--- config.mk ---
export PLATFORM = sky130hd
export DESIGN_NAME = exc_commit
export DESIGN_NICKNAME = d
export VERILOG_FILES = /design/src/rtl/exc_commit_pkg.sv /design/src/rtl/exc_commit_int_sync.sv /design/src/rtl/exc_commit.sv
export SDC_FILE = /design/constraint.sdc
export NUM_CORES = 1
export LEC_CHECK = 0
export ABC_AREA = 1
export CAP_MARGIN = 20
export CORE_MARGIN = 10
export CORE_UTILIZATION = 39
export CTS_BUF_LIST = sky130_fd_sc_hd__clkbuf_8
export DETAILED_ROUTE_END_ITERATION = 8
export PLACE_DENSITY = 0.87
export SLEW_MARGIN = 5
export SYNTH_ARGS = -nofsm -noshare
export SYNTH_HDL_FRONTEND = slang
export SYNTH_HIERARCHICAL = 1
export SYNTH_SLANG_ARGS = --single-unit
export TNS_END_PERCENT = 10
--- constraint.sdc ---
create_clock -name clk -period 2.05 [get_ports clk]
set_input_delay 0.205 -clock clk [delete_from_list [all_inputs] [get_ports clk]]
set_output_delay 0.205 -clock clk [all_outputs]
set_load 0.02 [all_outputs]
--- src/rtl/exc_commit_pkg.sv ---
// Shared definitions for the exc_commit block: exception codes, CP0 register numbers,
// Status bit positions, exception flag positions and FSM state encodings.
`default_nettype none
package exc_commit_pkg;

  localparam logic [31:0] EXC_INT  = 32'h0000_0001;
  localparam logic [31:0] EXC_ADEL = 32'h0000_0004;
  localparam logic [31:0] EXC_ADES = 32'h0000_0005;
  localparam logic [31:0] EXC_SYS  = 32'h0000_0008;
  localparam logic [31:0] EXC_BP   = 32'h0000_0009;
  localparam logic [31:0] EXC_RI   = 32'h0000_000a;
  localparam logic [31:0] EXC_OV   = 32'h0000_000c;
  localparam logic [31:0] EXC_ERET = 32'h0000_000e;

  localparam logic [4:0] CP0_REG_STATUS = 5'd12;
  localparam logic [4:0] CP0_REG_CAUSE  = 5'd13;
  localparam logic [4:0] CP0_REG_EPC    = 5'd14;

  localparam int STATUS_IE    = 0;
  localparam int STATUS_EXL   = 1;
  localparam int STATUS_IM_HI = 15;
  localparam int STATUS_IM_LO = 8;

  localparam int FLG_IF_ADEL = 0;
  localparam int FLG_RI      = 1;
  localparam int FLG_OV      = 2;
  localparam int FLG_SYS     = 3;
  localparam int FLG_BRK     = 4;
  localparam int FLG_LD_MIS  = 5;
  localparam int FLG_ST_MIS  = 6;
  localparam int FLG_ERET    = 7;

  typedef enum logic [1:0] {
    ST_IDLE   = 2'd0,
    ST_COMMIT = 2'd1,
    ST_BLANK  = 2'd2
  } state_t;

endpackage
`default_nettype wire

--- src/rtl/exc_commit_int_sync.sv ---
// Multi-flop synchroniser for the raw hardware interrupt lines.
`default_nettype none
module exc_commit_int_sync #(
  parameter int WIDTH  = 6,
  parameter int STAGES = 2
) (
  input  logic             clk,
  input  logic             rst,
  input  logic [WIDTH-1:0] d,
  output logic [WIDTH-1:0] q
);

  logic [STAGES-1:0][WIDTH-1:0] pipe;

  always_ff @(posedge clk or negedge rst) begin
    if (!rst) pipe <= '0;
    else      pipe <= {pipe[STAGES-2:0], d};
  end

  assign q = pipe[STAGES-1];

endmodule
`default_nettype wire

--- src/rtl/exc_commit.sv ---
// MEM-stage exception arbiter: forwards WB mtc0 writes, prioritises interrupts and
// exception flags, and issues a registered one-cycle commit plus pipeline flush.
`default_nettype none
module exc_commit
  import exc_commit_pkg::*;
#(
  parameter logic [31:0] EXC_VECTOR  = 32'hBFC0_0380,
  parameter int          SYNC_STAGES = 2
) (
  input  logic        clk,
  input  logic        rst,
  input  logic [5:0]  int_i,
  input  logic        stall_i,
  input  logic        mem_valid_i,
  input  logic [31:0] pc_i,
  input  logic        is_in_delayslot_i,
  input  logic [7:0]  exc_flags_i,
  input  logic [31:0] mem_addr_i,
  input  logic [31:0] cp0_status_i,
  input  logic [31:0] cp0_cause_i,
  input  logic [31:0] cp0_epc_i,
  input  logic        wb_cp0_we_i,
  input  logic [4:0]  wb_cp0_waddr_i,
  input  logic [31:0] wb_cp0_data_i,
  output logic [31:0] excepttype_o,
  output logic [31:0] exc_pc_o,
  output logic [31:0] bad_addr_o,
  output logic        exc_delayslot_o,
  output logic        flush_o,
  output logic [31:0] new_pc_o
);

  logic [5:0]  int_sync;
  logic [31:0] eff_status, eff_cause, eff_epc;
  logic [7:0]  ip;
  logic        int_req;
  logic        cand;
  logic [31:0] cand_code, cand_bad;
  logic        unused_bits;

  exc_commit_int_sync #(.WIDTH(6), .STAGES(SYNC_STAGES)) u_int_sync (
    .clk (clk),
    .rst (rst),
    .d   (int_i),
    .q   (int_sync)
  );

  // Only the software-interrupt bits of Cause are writable by mtc0.
  always_comb begin
    eff_status = cp0_status_i;
    eff_cause  = cp0_cause_i;
    eff_epc    = cp0_epc_i;
    if (wb_cp0_we_i) begin
      if (wb_cp0_waddr_i == CP0_REG_STATUS) eff_status = wb_cp0_data_i;
      if (wb_cp0_waddr_i == CP0_REG_CAUSE)  eff_cause[9:8] = wb_cp0_data_i[9:8];
      if (wb_cp0_waddr_i == CP0_REG_EPC)    eff_epc = wb_cp0_data_i;
    end
  end

  assign ip      = {int_sync, eff_cause[9:8]};
  assign int_req = eff_status[STATUS_IE] & ~eff_status[STATUS_EXL]
                 & |(ip & eff_status[STATUS_IM_HI:STATUS_IM_LO]);

  assign unused_bits = ^{eff_status[31:16], eff_status[7:2], eff_cause[31:10], eff_cause[7:0]};

  always_comb begin
    cand      = 1'b0;
    cand_code = '0;
    cand_bad  = '0;
    if (mem_valid_i) begin
      cand = 1'b1;
      if (int_req)                         cand_code = EXC_INT;
      else if (exc_flags_i[FLG_IF_ADEL]) begin
        cand_code = EXC_ADEL;
        cand_bad  = pc_i;
      end
      else if (exc_flags_i[FLG_RI])        cand_code = EXC_RI;
      else if (exc_flags_i[FLG_OV])        cand_code = EXC_OV;
      else if (exc_flags_i[FLG_SYS])       cand_code = EXC_SYS;
      else if (exc_flags_i[FLG_BRK])       cand_code = EXC_BP;
      else if (exc_flags_i[FLG_LD_MIS]) begin
        cand_code = EXC_ADEL;
        cand_bad  = mem_addr_i;
      end
      else if (exc_flags_i[FLG_ST_MIS]) begin
        cand_code = EXC_ADES;
        cand_bad  = mem_addr_i;
      end
      else if (exc_flags_i[FLG_ERET])      cand_code = EXC_ERET;
      else                                 cand = 1'b0;
    end
  end

  state_t      state, state_nx;
  logic [31:0] code_nx, pc_nx, bad_nx, new_pc_nx;
  logic        ds_nx, flush_nx;

  // Output registers are loaded only on the IDLE->COMMIT transition, so they read 0 elsewhere.
  always_comb begin
    state_nx  = state;
    code_nx   = '0;
    pc_nx     = '0;
    bad_nx    = '0;
    ds_nx     = 1'b0;
    flush_nx  = 1'b0;
    new_pc_nx = '0;
    case (state)
      ST_IDLE: begin
        if (cand && !stall_i) begin
          state_nx  = ST_COMMIT;
          code_nx   = cand_code;
          pc_nx     = pc_i;
          bad_nx    = cand_bad;
          ds_nx     = is_in_delayslot_i;
          flush_nx  = 1'b1;
          new_pc_nx = (cand_code == EXC_ERET) ? eff_epc : EXC_VECTOR;
        end
      end
      ST_COMMIT: state_nx = ST_BLANK;
      ST_BLANK:  state_nx = ST_IDLE;
      default:   state_nx = ST_IDLE;
    endcase
  end

  always_ff @(posedge clk or negedge rst) begin
    if (!rst) begin
      state           <= ST_IDLE;
      excepttype_o    <= '0;
      exc_pc_o        <= '0;
      bad_addr_o      <= '0;
      exc_delayslot_o <= 1'b0;
      flush_o         <= 1'b0;
      new_pc_o        <= '0;
    end else begin
      state           <= state_nx;
      excepttype_o    <= code_nx;
      exc_pc_o        <= pc_nx;
      bad_addr_o      <= bad_nx;
      exc_delayslot_o <= ds_nx;
      flush_o         <= flush_nx;
      new_pc_o        <= new_pc_nx;
    end
  end

endmodule
`default_nettype wire

# Word level (Yosys, flattened, before mapping)
# Cells that the tools add are included.
# totals
out_inout_bits	130
word_cells	73
inputBits	217
reg_bits	144
# classes
mux	50
n_eq_ne	6
reduce_logical	4
n_bitwise	4
# op_table
cell	n
$mux 32	20
$mux 4	10
$eq 32x4->1 const B	1
$mux 16	2
$eq 5x4->1 const B	3
$mux 1	14
$and 8x8->8	1
$reduce_or 8->1	1
$mux 2	3
$pmux 2 s2	1
$and 1x1->1	2
$eq 2x1->1 const B	1
$logic_not 2->1	1
$ne 2x2->1 const B	1
$logic_and 1x1->1	1
$logic_not 1->1	1
$not 1->1	1

# Longest topological paths before layout
# logic_depth
word_depth	14
ltp_mapped	13
ltp_nobuf	12

# Cells and area by module
# The synthesis kept the hierarchy.
# modules_own_cells
module	cells_per_inst	instances	area_per_inst_um2	seq_area_each_um2
exc_commit	483	1	4740.8	2602.5
exc_commit_int_sync	18	1	345.3	300.3

# Least setup slack after synthesis
# No wires, ideal clock.
# synth_timing
kind	input -> register
startpoint	input wb_cp0_waddr_i[4]
endpoint	register new_pc_o[28]
required_ns	1.929
setup_time_ns	0.121
arrival_ns	1.384
path_buffers	1
path_stages	13
slack_ns	0.544
cell_sequence	nor2_4 > inv_2 > nor2_1 > nand3_1 > nand3_1 > nand2_1 > nor2_1 > nand2_1 > nand2_2 > nand3_4 > buf_2 > nor2_1 > nor2_1
# synth_between
elab_chain_len	12
word_cells_on_any_way	23
classes_between	eq/ne (4); mux (13); bitwise (4); reduce/logical (2)
# synth_lines
item	line	rtl
from (decl)	exc_commit.sv:23	input logic [4:0] wb_cp0_waddr_i,
$eq 5x4->1 (on tied branches)	exc_commit.sv:55, exc_commit.sv:54	
$mux 2 / $mux 16 (equally long branches)	exc_commit.sv:55, exc_commit.sv:54	
$mux 2 / $mux 16 (equally long branches)	exc_commit.sv:53	if (wb_cp0_we_i) begin
$and 8x8->8 / $not 1->1 (equally long branches)	exc_commit.sv:62, exc_commit.sv:61	
$reduce_or 8->1 / $and 1x1->1 (equally long branches)	exc_commit.sv:62, exc_commit.sv:61	
$and 1x1->1	exc_commit.sv:62	& |(ip & eff_status[STATUS_IM_HI:STATUS_IM_LO]);
$mux 4	exc_commit.sv:72	if (int_req) cand_code = EXC_INT;
$mux 4	exc_commit.sv:70	if (mem_valid_i) begin
$eq 32x4->1	exc_commit.sv:116	new_pc_nx = (cand_code == EXC_ERET) ? eff_epc : EXC_VECTOR;
$mux 32	exc_commit.sv:116	
$mux 32 *	exc_commit.sv:109	if (cand && !stall_i) begin
$mux 32 *	exc_commit.sv:107	case (state)
named net new_pc_nx[28]	exc_commit.sv:95	logic [31:0] code_nx, pc_nx, bad_nx, new_pc_nx;
to (signal assigned)	exc_commit.sv:141	new_pc_o <= new_pc_nx;
to (decl)	exc_commit.sv:30	output logic [31:0] new_pc_o
# Mark *: on every way through the listed nets, which the timed path passes. The rest lies on a longest branch.
# A chain may end at the register's enable or synchronous reset.

# Worst setup path after layout
# layout_timing
startpoint	input wb_cp0_waddr_i[4]
endpoint	register exc_pc_o[2]
# layout_between
elab_chain_len	11
word_cells_on_any_way	16
classes_between	eq/ne (2); mux (8); bitwise (4); reduce/logical (2)
# layout_lines
item	line	rtl
$eq 5x4->1 (on tied branches)	exc_commit.sv:55, exc_commit.sv:54	
$mux 2 / $mux 16 (equally long branches)	exc_commit.sv:55, exc_commit.sv:54	
$mux 2 / $mux 16 (equally long branches)	exc_commit.sv:53	
$and 8x8->8 / $not 1->1 (equally long branches)	exc_commit.sv:62, exc_commit.sv:61	
$reduce_or 8->1 / $and 1x1->1 (equally long branches)	exc_commit.sv:62, exc_commit.sv:61	
$and 1x1->1 *	exc_commit.sv:62	
$mux 1 *	exc_commit.sv:72	
$mux 1 *	exc_commit.sv:70	
$logic_and 1x1->1 *	exc_commit.sv:109	
$mux 32 *	exc_commit.sv:109	
$mux 32 *	exc_commit.sv:107	
named net pc_nx[2]	exc_commit.sv:95	
to (signal assigned)	exc_commit.sv:137	exc_pc_o <= pc_nx;
to (decl)	exc_commit.sv:26	output logic [31:0] exc_pc_o,
# Marked as above.

==> results.ini <==
[worst_setup_path]
slowest_delay_ns = 0.49
start_kind = input pin
slowest_stage = clkdlybuf4s50_1
arrival_ns = 2.17
worstPathRequired_ns = 2.36
cp-end-kind = flip-flop
critical_path_class = in -> reg
cp_cell_sequence = clkdlybuf4s50_1, nor2_4, inv_2, nor2_1, nand3_1, nand3_1, nand2_1, nor2_1, nand2_1, nand2_2, nand2_1, nand3_4, buf_4, nor2_1
critPathMaxFanout = 22

[timing]
skew_ns = 0.01059
finalWorstPathRequiredPeriod_ns = 1.857
rsz0062_at_grt = false
worst_pin_slew_ns = 0.8425
finalSetupViolCount = 0
timing.slew.headroom_pct = 43.77
slew_violations = 0
fmax_ghz = 0.5385
finalHoldViolCount = 0
layout_worst_path_cycle_share_pct = 90.59

[drt]
drc_errors = 0
met2_length_mm = 9.681
num_vias = 4500
drtAntennaViolNets = 0
wl_per_cell_um = 18.88
drt-total-wl_mm = 18.18
drtIter0Drc = 248
dr.pass1.iters = 4
met1_length_mm = 6.892
wl_met3_mm = 1.131
top_layer = met4
vias_per_cell = 4.673

[final_layout]
instances_no_fill = 963
design_area_um2 = 8364
final_common_cell = clkdlybuf4s50_1
layout_common_cells = 265 x clkdlybuf4s50_1, 116 x dfrtp_1, 106 x nor2_1
finish.utilization_pct = 65.75
drive_gt1_share_pct = 12.39
fin_nets = 995
area_growth_pct = 64.45
n_antenna_cell = 0

[synth]
synth_seq_area_share_pct = 57.07
synth.distinct_cells = 28
synth-compound-area-share_pct = 7.036
synth.cell_area_um2 = 5086
synth-adder-area-share_pct = 0
netlist_instances = 501
ys_ff_latch = 116
synth_top_family_by_area = simple AND/OR/NAND/NOR gates
postSynthAreaPerCell_um2 = 10.15
synth_mux_area_share_pct = 4.969
synth-simple-area-share_pct = 18.33
yosys_warnings = 6
synth_xor_area_share_pct = 0

[placement]
placed_cells = 930
numPortBuffers = 266
hpwlAfterDp_mm = 14.15
place_congestion = 0.8568
placed_cell_area_um2 = 7943

[clock_tree]
clkTransAtPathRegs_ns = 0.07
cts_buffer_depth = 2
clk_latency_ns = 0.44
cts_resized = 0
cts.sink_count = 116
tritoncts = built
numCtsBuffers = 17
clockRootBuffer = clkbuf_8
htreeDepth = 4

[global_route]
grtUsageTotal_pct = 19.73
antenna_found_initial = 0
grt_max_degree = 57
grt_pass1_wl_mm = 27.28
grt_overflow = 0
grt_pass1_vias = 4849

[floorplan]
die_w_um = 134.2
fp-row-count = 41
initial_core_util_pct = 39.98
dieHeight_um = 134.2
die_area_um2 = 18010
coreArea_um2 = 12720
io_pins = 347

[power_and_ir_drop]
total_power_mw = 5.485
power_leakage_nw = 3.951
powerDensity_nw_per_um2 = 655.8
peakVddDrop_v = 0.0004700

[min_path]
min_path_type = in -> reg

[flow_run]
cap_violations = 0

[outcome]
status = finished, final reports clean

==> where the power goes <==
| part | leakage [nW] | switching (mW) | internal (mW) |
|---|---|---|---|
| logic | 2.18 | 0.456 | 0.483 |
| registers | 1.57 | 0.0202 | 2.36 |
| clock network | 0.203 | 0.941 | 1.22 |
| total | 3.95 | 1.42 | 4.07 |
==> registers in the layout, summed over array words and instances (netlist names) <==
signal           count
state                2
exc_pc_o            32
u_int_sync/q         6
excepttype_o         4
exc_delayslot_o      1
flush_o              1
new_pc_o            32
bad_addr_o          32
u_int_sync/pipe      6
==> worst paths after layout <==
check / startpoint / to / slack (ns) / cells past startpoint
min in group asynchronous: rst / flush_o$_DFF_PN0_ / 0.29 / 2
worst min register to register: u_int_sync/pipe[4]$_DFF_PN0_ / u_int_sync/q[4]$_DFF_PN0_ / 0.35 / 0
max in group asynchronous: rst / bad_addr_o[30]$_DFF_PN0_ / 1.07 / 3
worst max-delay path: wb_cp0_waddr_i[4] / exc_pc_o[2]$_DFF_PN0_ / 0.19 / 14
worst max register to register: u_int_sync/q[0]$_DFF_PN0_ / exc_pc_o[2]$_DFF_PN0_ / 0.60 / 9
worst min-delay path: int_i[1] / u_int_sync/pipe[1]$_DFF_PN0_ / 0.21 / 1
==> critical path: cells and delay by family <==
kind,cells,cell delay (ns)
simple gates,11,1.16
buf+inv,3,0.80
==> stage by stage <==
step           TNS (ns)  setup WS, ns  hold slack (ns)
6_report              0        0.1929           0.2142
5_1_grt               0       0.02585           0.1819
4_1_cts               0        0.2201           0.1847
3_5_place_dp     -19.00       -0.2498           0.2107
3_3_place_gp     -17.63       -0.2355           0.2097
2_1_floorplan         0        0.5442         -0.09059
==> synthesized netlist by cell type (all sizes together) <==
cell type,number,area [um^2]
mux2,10,112.6
inv,65,244.0
a32oi,32,280.3
o31ai,1,7.510
or4,1,7.510
a21oi,10,50.05
nand3,20,130.1
nand2,28,107.6
buf,49,347.8
nand3b,3,22.52
conb,1,3.750
nand4,1,12.51
o21ai,4,20.02
mux2i,14,140.1
clkbuf,12,45.04
or2,1,6.260
nor3,23,215.2
nor2,110,430.4
dfrtp,116,2903
==> final cells by class <==
| cell class | instances | area [um^2] |
|---|---|---|
| Timing Repair Buffer | 292 | 2933 |
| Sequential cell | 116 | 2903 |
| Inverter | 65 | 244.0 |
| Multi-Input combinational cell | 286 | 1658 |
| Clock buffer | 18 | 247.7 |
| Tap cell | 172 | 215.2 |
| Fill cell | 1032 | 4358 |
| Clock inverter | 14 | 163.9 |
==> kinds of logic after synthesis <==
| kind of cell | after synthesis |
|---|---|
| AOI/OAI and AO/OA | 47 |
| buffers and inverters | 126 |
| DFF | 116 |
| muxes | 24 |
| other | 1 |
| and+or+nand+nor | 187 |
==> timing repair <==
action / in CTS / in global routing
hold buffers: 1 / 0
setup buffers: 0 / 0
setup endpoints to repair: 0 / 0
endpoints found under the hold margin: 37 / 0
==> routing by layer <==
metal	global-route usage, %	vias to the layer above
met4	8.525	0
met5	0	-
met2	35.29	199
met1	20.97	2161
li1	-	2109
met3	5.937	31
Note: power is estimated with default switching activity, not from simulation.
